$ cat src/rtl/shift_out_pkg.sv
// Shared types and constants for the result serializer.
// Holds the FSM state encoding and the default word width.
package shift_out_pkg;

    localparam int SHIFT_OUT_DEFAULT_WIDTH = 24;

    typedef enum logic [1:0] {
        IDLE  = 2'd0,
        SHIFT = 2'd1,
        DONE  = 2'd2
    } state_t;

endpackage

$ cat src/rtl/edge_detect_rise.sv
// Rising-edge detector for a level request input.
// Ports: clk, reset (sync, active-low), d (level in), rise (d & ~d_prev).
// The history flop resets to 1 so a level held high through reset
// is not mistaken for a new request.
module edge_detect_rise (
    input  logic clk,
    input  logic reset,
    input  logic d,
    output logic rise
);

    logic d_q;

    always_ff @(posedge clk) begin
        if (!reset) begin
            d_q <= 1'b1;
        end else begin
            d_q <= d;
        end
    end

    assign rise = d & ~d_q;

endmodule

$ cat src/rtl/shift_out_param.sv
// Parametrised serializer: a rising edge on sz captures z_parallel and
// streams it on z_out, framed by fz, followed by a one-cycle done pulse.
// Ports: clk, reset (sync, active-low), z_parallel[WIDTH], sz (start),
//        msb_first (bit order), z_out, fz, done, busy (all registered).
// Option: define SHIFT_OUT_PARITY_EN to append an even-parity bit.
module shift_out_param
    import shift_out_pkg::*;
#(
    parameter int WIDTH = SHIFT_OUT_DEFAULT_WIDTH,
    parameter int CNT_W = $clog2(WIDTH + 1)
) (
    input  logic             clk,
    input  logic             reset,
    input  logic [WIDTH-1:0] z_parallel,
    input  logic             sz,
    input  logic             msb_first,
    output logic             z_out,
    output logic             fz,
    output logic             done,
    output logic             busy
);

`ifdef SHIFT_OUT_PARITY_EN
    localparam int LEN = WIDTH + 1;
`else
    localparam int LEN = WIDTH;
`endif

    localparam logic [CNT_W-1:0] LAST = CNT_W'(LEN - 1);

    state_t             state_q, state_d;
    logic [CNT_W-1:0]   cnt_q, cnt_d;
    logic [WIDTH-1:0]   sreg_q, sreg_d;
    logic               msb_q, msb_d;
    logic               z_d, fz_d, done_d, busy_d;
    logic               start;
    logic               load;

`ifdef SHIFT_OUT_PARITY_EN
    localparam logic [CNT_W-1:0] PAR_AT = CNT_W'(WIDTH - 1);
    logic par_q, par_d;
`endif

    edge_detect_rise u_start (
        .clk   (clk),
        .reset (reset),
        .d     (sz),
        .rise  (start)
    );

    // A start is honoured only outside SHIFT; in DONE it chains a
    // new frame without passing through IDLE.
    assign load = start && (state_q != SHIFT);

    always_comb begin
        state_d = state_q;
        cnt_d   = cnt_q;
        sreg_d  = sreg_q;
        msb_d   = msb_q;
        z_d     = 1'b0;
        fz_d    = 1'b0;
        done_d  = 1'b0;
`ifdef SHIFT_OUT_PARITY_EN
        par_d   = par_q;
`endif

        unique case (state_q)
            IDLE: begin
                state_d = IDLE;
            end
            SHIFT: begin
                if (cnt_q == LAST) begin
                    state_d = DONE;
                    done_d  = 1'b1;
                end else begin
                    // z_out already holds the current bit, so the
                    // register head is the one to present next.
                    cnt_d  = cnt_q + 1'b1;
                    fz_d   = 1'b1;
                    z_d    = msb_q ? sreg_q[WIDTH-1] : sreg_q[0];
                    sreg_d = msb_q ? (sreg_q << 1) : (sreg_q >> 1);
`ifdef SHIFT_OUT_PARITY_EN
                    if (cnt_q == PAR_AT) begin
                        z_d = par_q;
                    end
`endif
                end
            end
            DONE: begin
                state_d = IDLE;
            end
            default: begin
                state_d = IDLE;
            end
        endcase

        // First bit goes out straight from the input word; the
        // register keeps only what remains.
        if (load) begin
            state_d = SHIFT;
            cnt_d   = '0;
            msb_d   = msb_first;
            fz_d    = 1'b1;
            done_d  = 1'b0;
            z_d     = msb_first ? z_parallel[WIDTH-1] : z_parallel[0];
            sreg_d  = msb_first ? (z_parallel << 1) : (z_parallel >> 1);
`ifdef SHIFT_OUT_PARITY_EN
            par_d   = ^z_parallel;
`endif
        end

        busy_d = (state_d != IDLE);
    end

    always_ff @(posedge clk) begin
        if (!reset) begin
            state_q <= IDLE;
            cnt_q   <= '0;
            sreg_q  <= '0;
            msb_q   <= 1'b0;
            z_out   <= 1'b0;
            fz      <= 1'b0;
            done    <= 1'b0;
            busy    <= 1'b0;
        end else begin
            state_q <= state_d;
            cnt_q   <= cnt_d;
            sreg_q  <= sreg_d;
            msb_q   <= msb_d;
            z_out   <= z_d;
            fz      <= fz_d;
            done    <= done_d;
            busy    <= busy_d;
        end
    end

`ifdef SHIFT_OUT_PARITY_EN
    always_ff @(posedge clk) begin
        if (!reset) begin
            par_q <= 1'b0;
        end else begin
            par_q <= par_d;
        end
    end
`endif

endmodule

$ cat config.mk
export PLATFORM = sky130hd
export DESIGN_NAME = shift_out_param
export DESIGN_NICKNAME = d
export VERILOG_FILES = /design/src/rtl/shift_out_pkg.sv /design/src/rtl/edge_detect_rise.sv /design/src/rtl/shift_out_param.sv
export SDC_FILE = /design/constraint.sdc
export NUM_CORES = 1
export LEC_CHECK = 0
export ABC_AREA = 1
export CAP_MARGIN = 40
export CORE_ASPECT_RATIO = 1.4
export CORE_MARGIN = 2
export CORE_UTILIZATION = 59
export DETAILED_ROUTE_END_ITERATION = 7
export GPL_TIMING_DRIVEN = 1
export HOLD_SLACK_MARGIN = 0.1
export MAX_ROUTING_LAYER = met4
export PLACE_DENSITY = 0.91
export SETUP_SLACK_MARGIN = 0.05
export SLEW_MARGIN = 40
export SYNTH_ARGS = -nofsm -noshare
export SYNTH_HDL_FRONTEND = slang
export SYNTH_SLANG_ARGS = --single-unit
$ cat constraint.sdc
create_clock -name clk -period 2.35 [get_ports clk]
set_clock_uncertainty 0.2 [all_clocks]
set_input_delay 0.47 -clock clk [delete_from_list [all_inputs] [get_ports clk]]
set_output_delay 0.47 -clock clk [all_outputs]
set_load 0.05 [all_outputs]
==> metrics.md <==
| Metric | Value |
|---|---|
| Most used flip-flop cell after synthesis | sky130_fd_sc_hd__dfxtp_1 |
| Status | finished clean |
| Library cell contributing the largest single delay on the critical path | sky130_fd_sc_hd__clkdlybuf4s50_1 |
| Flops & latches, synth | 37 |
| Register-to-register setup slack | 530 ps |
| Worst slew margin relative to its limit | 0.674 |
| Max Freq | 484 MHz |
| Overall routed net length | 5320 um |
| Core ar. | 3920 sq um |
| Cell class contributing the biggest share of worst-path delay | buffers and inverters |
| M1 WL | 2230 um |
| Worst IR Drop VDD | 0.000581 V |
| Unrepaired setup endpoints after global routing | no |
| Die footprint | 4620 sq um |
| Count of vias placed by the detailed router | 2430 |
| Clock slew at the register clock pins of the worst setup and hold paths | 80 ps |
| Clock root buffer master | sky130_fd_sc_hd__clkbuf_8 |
| Clock period minus worst slack | 2070 ps |
| Cts bufs inserted | 5 |
| Static leakage power | 1.30 nW |
| Final TNS setup | 0 ps |
| Post-layout power | 0.00144 W |
| Antenna violations before repair | 0 |
| Via count of the first global-routing pass | 2245 |
| Number of placement rows | 27 |
| Drt first-iter violations | 109 |
| Share of async-settable or async-resettable flops after synthesis | 0 |
| Worst slew pin tran | 488 ps |
| Data required time of the worst path | 1680 ps |
| Sink count of the clock tree | 37 |
| Max-capacitance violation count | 0 |
| CTS H-tree lvls | 2 |
| Yosys Warn Count | 0 |
| Area delta synth->final | 12.4% |
| Deepest clock path buffer count | 2 |
| Cell Chain, Critical Path | clkdlybuf4s50_1 |
| Antenna Cells | 0 |
| Number of ports placed on the die boundary | 32 |
| Cell types occupying the most area after synthesis | sky130_fd_sc_hd__dfxtp_1 31%, sky130_fd_sc_hd__nand2_1 25%, sky130_fd_sc_hd__o21ai_0 9.1% |
| Clock latency reported for the late side of the worst-skew pair | 290 ps |
| Met2 routed WL | 2810 um |
| CTS resizes | 0 |
| Sequential share of the synthesized area | 0.308 |
| Synth cell count leaders | 161 x sky130_fd_sc_hd__nand2_1, 47 x sky130_fd_sc_hd__nor2_1, 44 x sky130_fd_sc_hd__o21ai_0 |
| Number of distinct library cells after synthesis | 26 |
| Critical path launch point type | flip-flop |
| Wire length on met3 | 217 um |
| Remaining routing DRC violations | 0 |
| Die Width | 58 um |
| Fin crit share | 0.879 |
| Largest net degree at the start of global routing | 44 |
| Largest fanout on the critical path | 1 |
| Post-Synthesis Net Count | 426 |
| Most instantiated library cell after synthesis | sky130_fd_sc_hd__nand2_1 |
| Global-route wire length before repair | 9420 um |
| Global route total overflow | 0 |
| Post-CTS setup buffer count | 0 |
| Nets | 447 |
| Effective utilization at floorplan | 0.615 |
| EDFF count, synth | 0 |
| Post-synthesis cell count | 397 |
| Crit path capture type | output pin |
| Critical path class | flip-flop to output pin |
| Die Span Y | 79.6 um |
| Placer's final routability congestion estimate | 0.818 |
| Share of final-layout standard cells stronger than drive strength 1 | 0.0692 |
| Top routing layer used | met4 |
| Critical path buffers and inverters | 1 |
| Detail Route Antenna Nets | 0 |
| Total Routing Usage GR | 0.266 |
| Final-report setup violation count | 0 |
| Mapped Area | 2410 sq um |
| Hold buffer count at CTS | 0 |
| Number of vias per cell | 5.26 |
| Signal arrival time at the worst endpoint | 1400 ps |
| Areal power density over the cells | 533 nW/um^2 |
| Number of buffers added on ports | 31 |
| Routed len/inst | 11.5 um |
| Hold Slack | 282 ps |
| CTS tree | done |
| Post-synth top area share | 0.308 |
| Path category of the worst min-delay check | flip-flop to flip-flop |
| Detailed-routing iteration count for the pre-antenna-repair pass | 4 |
| Delay of the slowest critical-path stage | 790 ps |
| Final hold violations | 0 |
| Max Slew Vio Count | 0 |
| Post-synthesis average cell area | 6.07 sq um |
| Post-detail-place hpwl | 3750 um |
| Library cell with the largest summed area after synthesis | sky130_fd_sc_hd__dfxtp_1 |
through the flow:
step,util,instances,cell area [sq um],setup WS (ps)
floorplan,-,397,2410,828
global placement,0.669,454,2620,314
detailed placement,0.669,454,2620,245
CTS,0.691,462,2710,270
global route,0.691,462,2710,246
finish,0.691,462,2710,285
sequential cells by signal, summed over array words and instances, names as in the netlist:
name         flops
u_start.d_q      1
state_q          2
busy             1
z_out            1
msb_q            1
cnt_q            5
sreg_q          24
done             1
fz               1
worst register-to-register path, cell delays in order (launching register included):
cell and delay (ps):
sky130_fd_sc_hd__dfxtp_1 340, sky130_fd_sc_hd__ha_1 220, sky130_fd_sc_hd__nand2_1 70, sky130_fd_sc_hd__clkinv_1 100, sky130_fd_sc_hd__nand2_2 130, sky130_fd_sc_hd__nand2_4 190
sky130_fd_sc_hd__nand2_8 190, sky130_fd_sc_hd__inv_6 100, sky130_fd_sc_hd__nor2_1 130, sky130_fd_sc_hd__nor2_1 60
report_power, final:
part           internal [W]  leakage [nW]  switching [W]
clock network      0.000205        0.0439       0.000238
registers          0.000665         0.302      0.0000216
logic              0.000130         0.951       0.000183
layout by cell type (no fill, tap or decap):
cell type | Yosys | layout
sky130_fd_sc_hd__a21oi_1 | 9 | 9
sky130_fd_sc_hd__a21oi_2 | 2 | 2
sky130_fd_sc_hd__buf_12 | 0 | 2
sky130_fd_sc_hd__buf_4 | 6 | 3
sky130_fd_sc_hd__clkbuf_8 | 4 | 5
sky130_fd_sc_hd__clkdlybuf4s50_1 | 0 | 31
sky130_fd_sc_hd__clkinv_1 | 1 | 1
sky130_fd_sc_hd__clkinv_2 | 0 | 2
sky130_fd_sc_hd__clkinvlp_4 | 0 | 1
sky130_fd_sc_hd__dfxtp_1 | 37 | 37
sky130_fd_sc_hd__ha_1 | 1 | 1
sky130_fd_sc_hd__inv_1 | 31 | 31
sky130_fd_sc_hd__inv_2 | 5 | 5
sky130_fd_sc_hd__inv_6 | 1 | 1
sky130_fd_sc_hd__nand2_1 | 161 | 161
sky130_fd_sc_hd__nand2_2 | 3 | 3
sky130_fd_sc_hd__nand2_4 | 2 | 2
sky130_fd_sc_hd__nand2_8 | 1 | 1
sky130_fd_sc_hd__nand3_1 | 22 | 22
sky130_fd_sc_hd__nor2_1 | 47 | 47
sky130_fd_sc_hd__nor2_4 | 2 | 2
sky130_fd_sc_hd__nor3_1 | 2 | 2
sky130_fd_sc_hd__o21ai_0 | 44 | 44
sky130_fd_sc_hd__o21ai_1 | 2 | 2
sky130_fd_sc_hd__or2_0 | 1 | 1
sky130_fd_sc_hd__xnor2_1 | 1 | 1
metal layers:
layer | vias to the layer above | global-route usage
met4 | 0 | 0.0977
met3 | 7 | 0.0292
met5 | - | -
li1 | 1262 | -
met2 | 75 | 0.481
met1 | 1086 | 0.297
final timing paths:
check	cells past startpoint	end	from
min reg2reg	2	cnt_q[4]	cnt_q[4]
max reg2reg	9	sreg_q[2]	cnt_q[0]
max	1	z_out	z_out
min	2	cnt_q[4]	cnt_q[4]
area by class of cell:
class,instances,area (sq um)
clock buffers,5,68.8
clock inverters,3,17.5
fillers,365,1210
inverters,38,148
multi-input cells,300,1310
flip-flops and latches,37,741
well taps,43,53.8
repair buffers,36,373
cell families (layout without fill, tap and decap cells):
group           count (synthesis)  in the layout  synth area share
simple gates                  241            241             0.411
buf+inv                        60             82             0.151
compound gates                 57             57             0.122
flops                          37             37             0.308
fa+ha+maj                       1              1           0.00519
xor+xnor                        1              1           0.00364
(Power assumes the default switching activity.)
